==> config.mk <==
export PLATFORM = sky130hd
export DESIGN_NAME = multicycle_controller
export DESIGN_NICKNAME = d
export VERILOG_FILES = /design/src/rtl/mc_pkg.sv /design/src/rtl/aludec.sv /design/src/rtl/multicycle_controller.sv
export SDC_FILE = /design/constraint.sdc
export NUM_CORES = 1
export LEC_CHECK = 0
export ABC_AREA = 1
export BUFFER_PORTS_ARGS = -buffer_cell sky130_fd_sc_hd__buf_4
export CAP_MARGIN = 30
export CORE_MARGIN = 3
export CORE_UTILIZATION = 40
export DETAILED_ROUTE_END_ITERATION = 16
export PLACE_DENSITY = 0.78
export SETUP_SLACK_MARGIN = 0.05
export SLEW_MARGIN = 15
export SYNTH_ARGS = -nofsm -noshare
export SYNTH_HDL_FRONTEND = slang
export SYNTH_SLANG_ARGS = --single-unit
==> constraint.sdc <==
create_clock -name clk -period 1.5 [get_ports clk]
set_input_delay 0.15 -clock clk [delete_from_list [all_inputs] [get_ports clk]]
set_output_delay 0.15 -clock clk [all_outputs]
set_load 0.02 [all_outputs]
==> src/rtl/mc_pkg.sv <==
// Shared types and encodings for the multicycle RV32I controller: FSM states,
// opcodes, datapath select encodings and ALU control codes.
package mc_pkg;

    typedef enum logic [3:0] {
        FETCH    = 4'd0,
        DECODE   = 4'd1,
        MEMADR   = 4'd2,
        MEMREAD  = 4'd3,
        MEMWB    = 4'd4,
        MEMWRITE = 4'd5,
        EXECUTER = 4'd6,
        EXECUTEI = 4'd7,
        ALUWB    = 4'd8,
        BEQ      = 4'd9,
        JAL      = 4'd10,
        ILLEGAL  = 4'd11
    } mc_state_t;

    localparam logic [6:0] OP_LOAD   = 7'b0000011;
    localparam logic [6:0] OP_STORE  = 7'b0100011;
    localparam logic [6:0] OP_R      = 7'b0110011;
    localparam logic [6:0] OP_I      = 7'b0010011;
    localparam logic [6:0] OP_BRANCH = 7'b1100011;
    localparam logic [6:0] OP_JAL    = 7'b1101111;

    localparam logic [1:0] SRC_A_PC    = 2'b00;
    localparam logic [1:0] SRC_A_OLDPC = 2'b01;
    localparam logic [1:0] SRC_A_RS1   = 2'b10;

    localparam logic [1:0] SRC_B_RS2  = 2'b00;
    localparam logic [1:0] SRC_B_IMM  = 2'b01;
    localparam logic [1:0] SRC_B_FOUR = 2'b10;

    localparam logic [1:0] RES_ALUOUT = 2'b00;
    localparam logic [1:0] RES_DATA   = 2'b01;
    localparam logic [1:0] RES_ALU    = 2'b10;

    localparam logic [2:0] IMM_I = 3'b000;
    localparam logic [2:0] IMM_S = 3'b001;
    localparam logic [2:0] IMM_B = 3'b010;
    localparam logic [2:0] IMM_J = 3'b011;

    localparam logic [2:0] ALU_ADD = 3'b000;
    localparam logic [2:0] ALU_SUB = 3'b001;
    localparam logic [2:0] ALU_AND = 3'b010;
    localparam logic [2:0] ALU_OR  = 3'b011;
    localparam logic [2:0] ALU_SLT = 3'b101;

    localparam logic [1:0] ALUOP_ADD   = 2'b00;
    localparam logic [1:0] ALUOP_SUB   = 2'b01;
    localparam logic [1:0] ALUOP_FUNCT = 2'b10;

    function automatic logic [2:0] imm_src_of(input logic [6:0] opcode);
        logic [2:0] sel;
        case (opcode)
            OP_I, OP_LOAD: sel = IMM_I;
            OP_STORE:      sel = IMM_S;
            OP_BRANCH:     sel = IMM_B;
            OP_JAL:        sel = IMM_J;
            default:       sel = IMM_I;
        endcase
        return sel;
    endfunction

endpackage

==> src/rtl/aludec.sv <==
// ALU decoder: turns the FSM's coarse alu_op intent plus the instruction's
// funct fields into the ALU control code.
module aludec
    import mc_pkg::*;
(
    input  logic [1:0] alu_op,
    input  logic [2:0] funct3,
    input  logic       funct7_b5,
    input  logic       op_b5,
    output logic [2:0] alu_ctrl
);

    // Only register-register ops (op[5]=1) with funct7[5] set select subtract.
    always_comb begin
        alu_ctrl = ALU_ADD;
        case (alu_op)
            ALUOP_ADD: alu_ctrl = ALU_ADD;
            ALUOP_SUB: alu_ctrl = ALU_SUB;
            ALUOP_FUNCT: begin
                case (funct3)
                    3'b000: begin
                        if (funct7_b5 && op_b5) begin
                            alu_ctrl = ALU_SUB;
                        end else begin
                            alu_ctrl = ALU_ADD;
                        end
                    end
                    3'b010:  alu_ctrl = ALU_SLT;
                    3'b110:  alu_ctrl = ALU_OR;
                    3'b111:  alu_ctrl = ALU_AND;
                    default: alu_ctrl = ALU_ADD;
                endcase
            end
            default: alu_ctrl = ALU_ADD;
        endcase
    end

endmodule

==> src/rtl/multicycle_controller.sv <==
// Moore sequencing FSM for the multicycle RV32I core with a sticky trap flag.
// Define MC_MEM_WAIT_EN to honour mem_ready; otherwise memory is zero-wait.
module multicycle_controller
    import mc_pkg::*;
(
    input  logic       clk,
    input  logic       rst_n,
    input  logic [6:0] op,
    input  logic [2:0] funct3,
    input  logic       funct7_b5,
    input  logic       zero,
    input  logic       mem_ready,
    output logic       mem_req,
    output logic       mem_write,
    output logic       adr_src,
    output logic       ir_write,
    output logic       pc_write,
    output logic       reg_write,
    output logic [1:0] alu_src_a,
    output logic [1:0] alu_src_b,
    output logic [1:0] result_src,
    output logic [2:0] imm_src,
    output logic [2:0] alu_ctrl,
    output logic       instr_done,
    output logic       trap
);

    mc_state_t  state_r;
    mc_state_t  next_state_s;
    logic       trap_r;
    logic       ready_s;
    logic [1:0] alu_op_s;
    logic       mem_req_s;
    logic       mem_write_s;
    logic       ir_write_s;
    logic       pc_write_s;
    logic       reg_write_s;
    logic       instr_done_s;

`ifdef MC_MEM_WAIT_EN
    assign ready_s = mem_ready;
`else
    logic unused_mem_ready_s;
    assign ready_s            = 1'b1;
    assign unused_mem_ready_s = mem_ready;
`endif

    // State register and sticky illegal-opcode flag.
    always_ff @(posedge clk or negedge rst_n) begin
        if (!rst_n) begin
            state_r <= FETCH;
            trap_r  <= 1'b0;
        end else begin
            state_r <= next_state_s;
            if (next_state_s == ILLEGAL) begin
                trap_r <= 1'b1;
            end
        end
    end

    // Next-state and Moore datapath controls; stalled memory states simply hold.
    always_comb begin
        next_state_s = state_r;
        mem_req_s    = 1'b0;
        mem_write_s  = 1'b0;
        adr_src      = 1'b0;
        ir_write_s   = 1'b0;
        pc_write_s   = 1'b0;
        reg_write_s  = 1'b0;
        alu_src_a    = SRC_A_PC;
        alu_src_b    = SRC_B_RS2;
        result_src   = RES_ALUOUT;
        alu_op_s     = ALUOP_ADD;
        instr_done_s = 1'b0;
        case (state_r)
            FETCH: begin
                mem_req_s  = 1'b1;
                alu_src_b  = SRC_B_FOUR;
                result_src = RES_ALU;
                ir_write_s = ready_s;
                pc_write_s = ready_s;
                if (ready_s) begin
                    next_state_s = DECODE;
                end else begin
                    next_state_s = FETCH;
                end
            end
            DECODE: begin
                alu_src_a = SRC_A_OLDPC;
                alu_src_b = SRC_B_IMM;
                case (op)
                    OP_LOAD, OP_STORE: next_state_s = MEMADR;
                    OP_R:              next_state_s = EXECUTER;
                    OP_I:              next_state_s = EXECUTEI;
                    OP_BRANCH:         next_state_s = BEQ;
                    OP_JAL:            next_state_s = JAL;
                    default:           next_state_s = ILLEGAL;
                endcase
            end
            MEMADR: begin
                alu_src_a = SRC_A_RS1;
                alu_src_b = SRC_B_IMM;
                if (op[5]) begin
                    next_state_s = MEMWRITE;
                end else begin
                    next_state_s = MEMREAD;
                end
            end
            MEMREAD: begin
                mem_req_s = 1'b1;
                adr_src   = 1'b1;
                if (ready_s) begin
                    next_state_s = MEMWB;
                end else begin
                    next_state_s = MEMREAD;
                end
            end
            MEMWB: begin
                result_src   = RES_DATA;
                reg_write_s  = 1'b1;
                instr_done_s = 1'b1;
                next_state_s = FETCH;
            end
            MEMWRITE: begin
                mem_req_s    = 1'b1;
                mem_write_s  = 1'b1;
                adr_src      = 1'b1;
                instr_done_s = ready_s;
                if (ready_s) begin
                    next_state_s = FETCH;
                end else begin
                    next_state_s = MEMWRITE;
                end
            end
            EXECUTER: begin
                alu_src_a    = SRC_A_RS1;
                alu_op_s     = ALUOP_FUNCT;
                next_state_s = ALUWB;
            end
            EXECUTEI: begin
                alu_src_a    = SRC_A_RS1;
                alu_src_b    = SRC_B_IMM;
                alu_op_s     = ALUOP_FUNCT;
                next_state_s = ALUWB;
            end
            ALUWB: begin
                reg_write_s  = 1'b1;
                instr_done_s = 1'b1;
                next_state_s = FETCH;
            end
            BEQ: begin
                alu_src_a    = SRC_A_RS1;
                alu_op_s     = ALUOP_SUB;
                pc_write_s   = zero ^ funct3[0];
                instr_done_s = 1'b1;
                next_state_s = FETCH;
            end
            JAL: begin
                alu_src_a    = SRC_A_OLDPC;
                alu_src_b    = SRC_B_FOUR;
                pc_write_s   = 1'b1;
                next_state_s = ALUWB;
            end
            ILLEGAL: next_state_s = ILLEGAL;
            default: next_state_s = ILLEGAL;
        endcase
    end

    aludec u_aludec (
        .alu_op    (alu_op_s),
        .funct3    (funct3),
        .funct7_b5 (funct7_b5),
        .op_b5     (op[5]),
        .alu_ctrl  (alu_ctrl)
    );

    // Enables are gated by reset asynchronously so nothing fires while rst_n is low.
    assign mem_req    = mem_req_s    & rst_n;
    assign mem_write  = mem_write_s  & rst_n;
    assign ir_write   = ir_write_s   & rst_n;
    assign pc_write   = pc_write_s   & rst_n;
    assign reg_write  = reg_write_s  & rst_n;
    assign instr_done = instr_done_s & rst_n;
    assign imm_src    = imm_src_of(op);
    assign trap       = trap_r;

endmodule

==> impl_metrics.env, run 1 <==
export IMPL_status="stopped before the end"
export IMPL_failed_stage="global routing (5_1_grt)"
export IMPL_stop_error="[ERROR DPL-0038] Utilization greater than 100%, impossible to legalize"
export IMPL_clk_path_buf_depth=2
export IMPL_ys_types=22
export IMPL_worst_endpoint="alu_ctrl[0]"
export IMPL_seq_area_frac_synth_pct=21.0
export IMPL_htree_levels=1
export IMPL_synth_edf_count=0
export IMPL_place_inst=163
export IMPL_place_hpwl_mm=1.50
export IMPL_port_buffers=32
export IMPL_syn_inst=106
export IMPL_yosysTopAreaCellShare_pct=21.0
export IMPL_clock_sinks=5
export IMPL_ys_seq_elements=5
export IMPL_die_h_um=44.6
export IMPL_yosys_warnings=0
export IMPL_syn_nets=123
export IMPL_synth_area_leaders="dfrtp_1, nand2_1, nor2_1"
export IMPL_start_util_pct=44.2
export IMPL_netlist_area_um2=597
export IMPL_synth_top_cell_by_area="dfrtp_1"
export IMPL_ios=35
export IMPL_cts_buffers=3
export IMPL_die_width_um=44.6
export IMPL_syn_area_per_cell_um2=5.63
export IMPL_grt_max_degree=7
export IMPL_ctsRootBufferMaster="clkbuf_4"
export IMPL_place_gp_congestion=0.844
export IMPL_async_flop_share_pct=100
export IMPL_synthFlopType="dfrtp_1"
export IMPL_synthTopCellsByCount="nand2_1, nor2_1, inv_1"
export IMPL_worst_path_end_type="top-level output"
export IMPL_rows=13
-- through the flow --
stage | util [%] | area, µm² | hold slack, ns | TNS [ns] | setup WS [ns]
after floorplan | - | 661 | -0.146 | -0.0413 | -0.0413
after global placement | 73.7 | 995 | -0.0445 | -0.140 | -0.107
after detailed placement | 73.7 | 995 | -0.0438 | -0.230 | -0.137
after CTS | 88.5 | 1190 | 0.182 | -1.72 | -0.348
-- cells by family after synthesis --
family,share of synthesized area (%)
buf+inv,17.0
simple gates,46.5
flops,21.0
fa+ha+maj,4.19
compound gates,10.7
other cells,0.628
-- repair_timing --
action | 4_1_cts
resized for setup | 32
endpoints found under the hold margin | 5
setup buffers | 9
hold buffers | 1
gates cloned | 0
pin swaps | 12
setup endpoints to repair | 15
==> run 2: changes to the inputs <==
--- a/config.mk
+++ b/config.mk
@@ -8,11 +8,10 @@
 export ABC_AREA = 1
 export BUFFER_PORTS_ARGS = -buffer_cell sky130_fd_sc_hd__buf_4
 export CAP_MARGIN = 30
-export CORE_MARGIN = 3
-export CORE_UTILIZATION = 40
+export CORE_AREA = 3 3 64 66
 export DETAILED_ROUTE_END_ITERATION = 16
-export PLACE_DENSITY = 0.78
-export SETUP_SLACK_MARGIN = 0.05
+export DIE_AREA = 0 0 67 69
+export PLACE_DENSITY_LB_ADDON = 0.15
 export SLEW_MARGIN = 15
 export SYNTH_ARGS = -nofsm -noshare
 export SYNTH_HDL_FRONTEND = slang
==> run 2 against run 1 <==
Compared with the run above: the flow now finishes, with violations (negative setup slack); synthesized cell count unchanged; synthesized area unchanged.
==> impl_metrics.env, run 2 <==
export IMPL_grt_max_degree=7
export IMPL_drv_slew=0
export IMPL_clock_sinks=5
export IMPL_place_gp_congestion=0.845
export IMPL_syn_nets=123
export IMPL_clk_latency_ns=0.22
export IMPL_arrival_ns=1.65
export IMPL_synth_edf_count=0
export IMPL_place_hpwl_mm=1.77
export IMPL_syn_to_final_growth_pct=114
export IMPL_status="finished, violations left"
export IMPL_die_h_um=69
export IMPL_max_vdd_ir_drop_uv=765
export IMPL_grt_overflow=0
export IMPL_start_kind="flip-flop"
export IMPL_antenna_found_initial=0
export IMPL_syn_area_per_cell_um2=5.63
export IMPL_drive_gt1_share_pct=58.0
export IMPL_track_usage_pct=9.59
export IMPL_ctsRootBufferMaster="clkbuf_8"
export IMPL_clk_path_buf_depth=2
export IMPL_setup_worst_path_class="flip-flop to output port"
export IMPL_finalHoldViolCount=0
export IMPL_rsz0062_at_grt="yes"
export IMPL_maxCapViolations=0
export IMPL_power_density_mw_per_mm2=1970
export IMPL_max_freq_ghz=0.557
export IMPL_p_total_mw=2.52
export IMPL_yosys_warnings=0
export IMPL_yosysTopAreaCellShare_pct=21.0
export IMPL_p_leak_nw=0.666
export IMPL_drtIter0Drc=15
export IMPL_end_kind="output port"
export IMPL_finalCritPeriodShare_pct=120
export IMPL_synthTopCellsByCount="nand2_1, nor2_1, inv_1"
export IMPL_fin_area_mm2=0.00128
export IMPL_largest_register_ff_count=4
export IMPL_pre_cts_slack_ns=-0.138
export IMPL_drc_errors=0
export IMPL_cp_slowest_stage_delay_ns=0.41
export IMPL_setup_slack_ns=-0.296
export IMPL_holdWs_ns=0.213
export IMPL_synth_top_cell_by_area="dfrtp_1"
export IMPL_synth_area_leaders="dfrtp_1, nand2_1, nor2_1"
export IMPL_cp_required_ns=1.35
export IMPL_clock_skew_ns=0.000941
export IMPL_vias_per_cell=3.94
export IMPL_crit_fanout=3
export IMPL_grt_pass1_wl_mm=3.48
export IMPL_cts_clk_slew_worst_paths_ns=0.03
export IMPL_largest_register="state_r"
export IMPL_crit_slowest_cell="dfrtp_1"
export IMPL_dieArea_mm2=0.00462
export IMPL_grt_pass1_vias=833
export IMPL_final_nets=180
export IMPL_finalSetupViolCount=10
export IMPL_vias=828
export IMPL_firstDrtPassIters=4
export IMPL_synthFlopType="dfrtp_1"
export IMPL_port_buffers=32
export IMPL_ys_seq_elements=5
export IMPL_start_util_pct=16.4
export IMPL_core_mm2=0.00363
export IMPL_ant_nets=0
export IMPL_violations="negative setup slack"
export IMPL_cts_tree="done"
export IMPL_antennaDiodeCount=0
export IMPL_min_path_type="input pin to flip-flop"
export IMPL_cts_buffers=3
export IMPL_rows=22
export IMPL_seq_area_frac_synth_pct=21.0
export IMPL_fin_crit_ns=1.80
export IMPL_wl_per_cell_um=10.0
export IMPL_ios=35
export IMPL_die_width_um=67
export IMPL_wirelength_mm=2.10
export IMPL_crit_top_cell="inv_2"
export IMPL_async_flop_share_pct=100
export IMPL_cp_cell_sequence="inv_2 > nor2_4 > inv_2 > nor2_2 > inv_2 > ha_4 > nand2_4 > or2_4 > a31oi_4 > buf_6"
export IMPL_placed_area_mm2=0.00104
export IMPL_final_common_cell="buf_4"
export IMPL_htree_levels=1
export IMPL_ys_types=22
export IMPL_syn_inst=106
export IMPL_r2r_slack_ns=0.05
export IMPL_netlist_area_um2=597
export IMPL_mostFrequentLayoutCells="buf_4, nand2_1, inv_1"
export IMPL_fin_tns_setup_ns=-1.62
## run 2: cell counts after synthesis
Identical to the previous run, type by type.
## run 2: layer usage
| layer | track usage (%) | vias to the layer above | part of all wire (%) |
|---|---|---|---|
| li1 | - | 432 | - |
| met1 | 11.0 | 368 | 41 |
| met2 | 16.4 | 24 | 51 |
| met3 | 1.79 | 4 | 5.7 |
| met4 | 4.95 | 0 | 1.9 |
| met5 | 0 | - | 0 |
## run 2: path summary, 6_finish.rpt
path	start	endpoint	cells past startpoint
setup / recovery	state_r[3]$_DFF_PN0_	alu_ctrl[0]	10
hold / removal	op[5]	state_r[2]$_DFF_PN0_	3
setup reg to reg	state_r[3]$_DFF_PN0_	trap$_DFFE_PN0N_	11
hold reg to reg	trap$_DFFE_PN0N_	trap$_DFFE_PN0N_	2
max in group asynchronous	rst_n	state_r[1]$_DFF_PN0_	2
min in group asynchronous	rst_n	trap$_DFFE_PN0N_	2
## run 2: timing repair
action	4_1_cts	5_1_grt
endpoints found under the setup margin	13	17
hold endpoints to repair	5	0
gates resized for setup	14	21
pin swaps	11	5
buffers inserted	6	4
hold buffers	1	0
## run 2: final cells by class
class	count	area [µm²]
fillers	414	2350
multi-input cells	75	520
repair buffers	53	430
flip-flops and latches	5	128
inverters	25	96.3
well taps	48	60.1
clock buffers	4	45.0
## run 2: power breakdown
group / leakage, nW / internal, mW / switching (mW) / total (mW)
clock network: 0.0228 / 0.182 / 0.0669 / 0.249
logic: 0.587 / 0.918 / 1.09 / 2.00
registers: 0.0564 / 0.196 / 0.0725 / 0.268
total: 0.666 / 1.30 / 1.23 / 2.52
## run 2: logic make-up after synthesis
logic type / share of synthesized area (%)
other cells: 0.628
buf+inv: 17.0
fa+ha+maj: 4.19
flops: 21.0
compound gates: 10.7
simple gates: 46.5
## run 2: metrics by stage
step,std cells,util [%]
after floorplan,106,-
after global placement,197,28.7
after detailed placement,197,28.7
after CTS,207,32.5
after global routing,210,35.2
final,210,35.2
## run 2: critical path, delay by kind of cell, from the launching register on
family	cells	cell delay, ns
AOI/OAI and AO/OA	1	0.16
adders and majority gates	1	0.15
buffers and inverters	4	0.34
DFF	1	0.41
and+or+nand+nor	4	0.36
(Power assumes the default switching activity.)
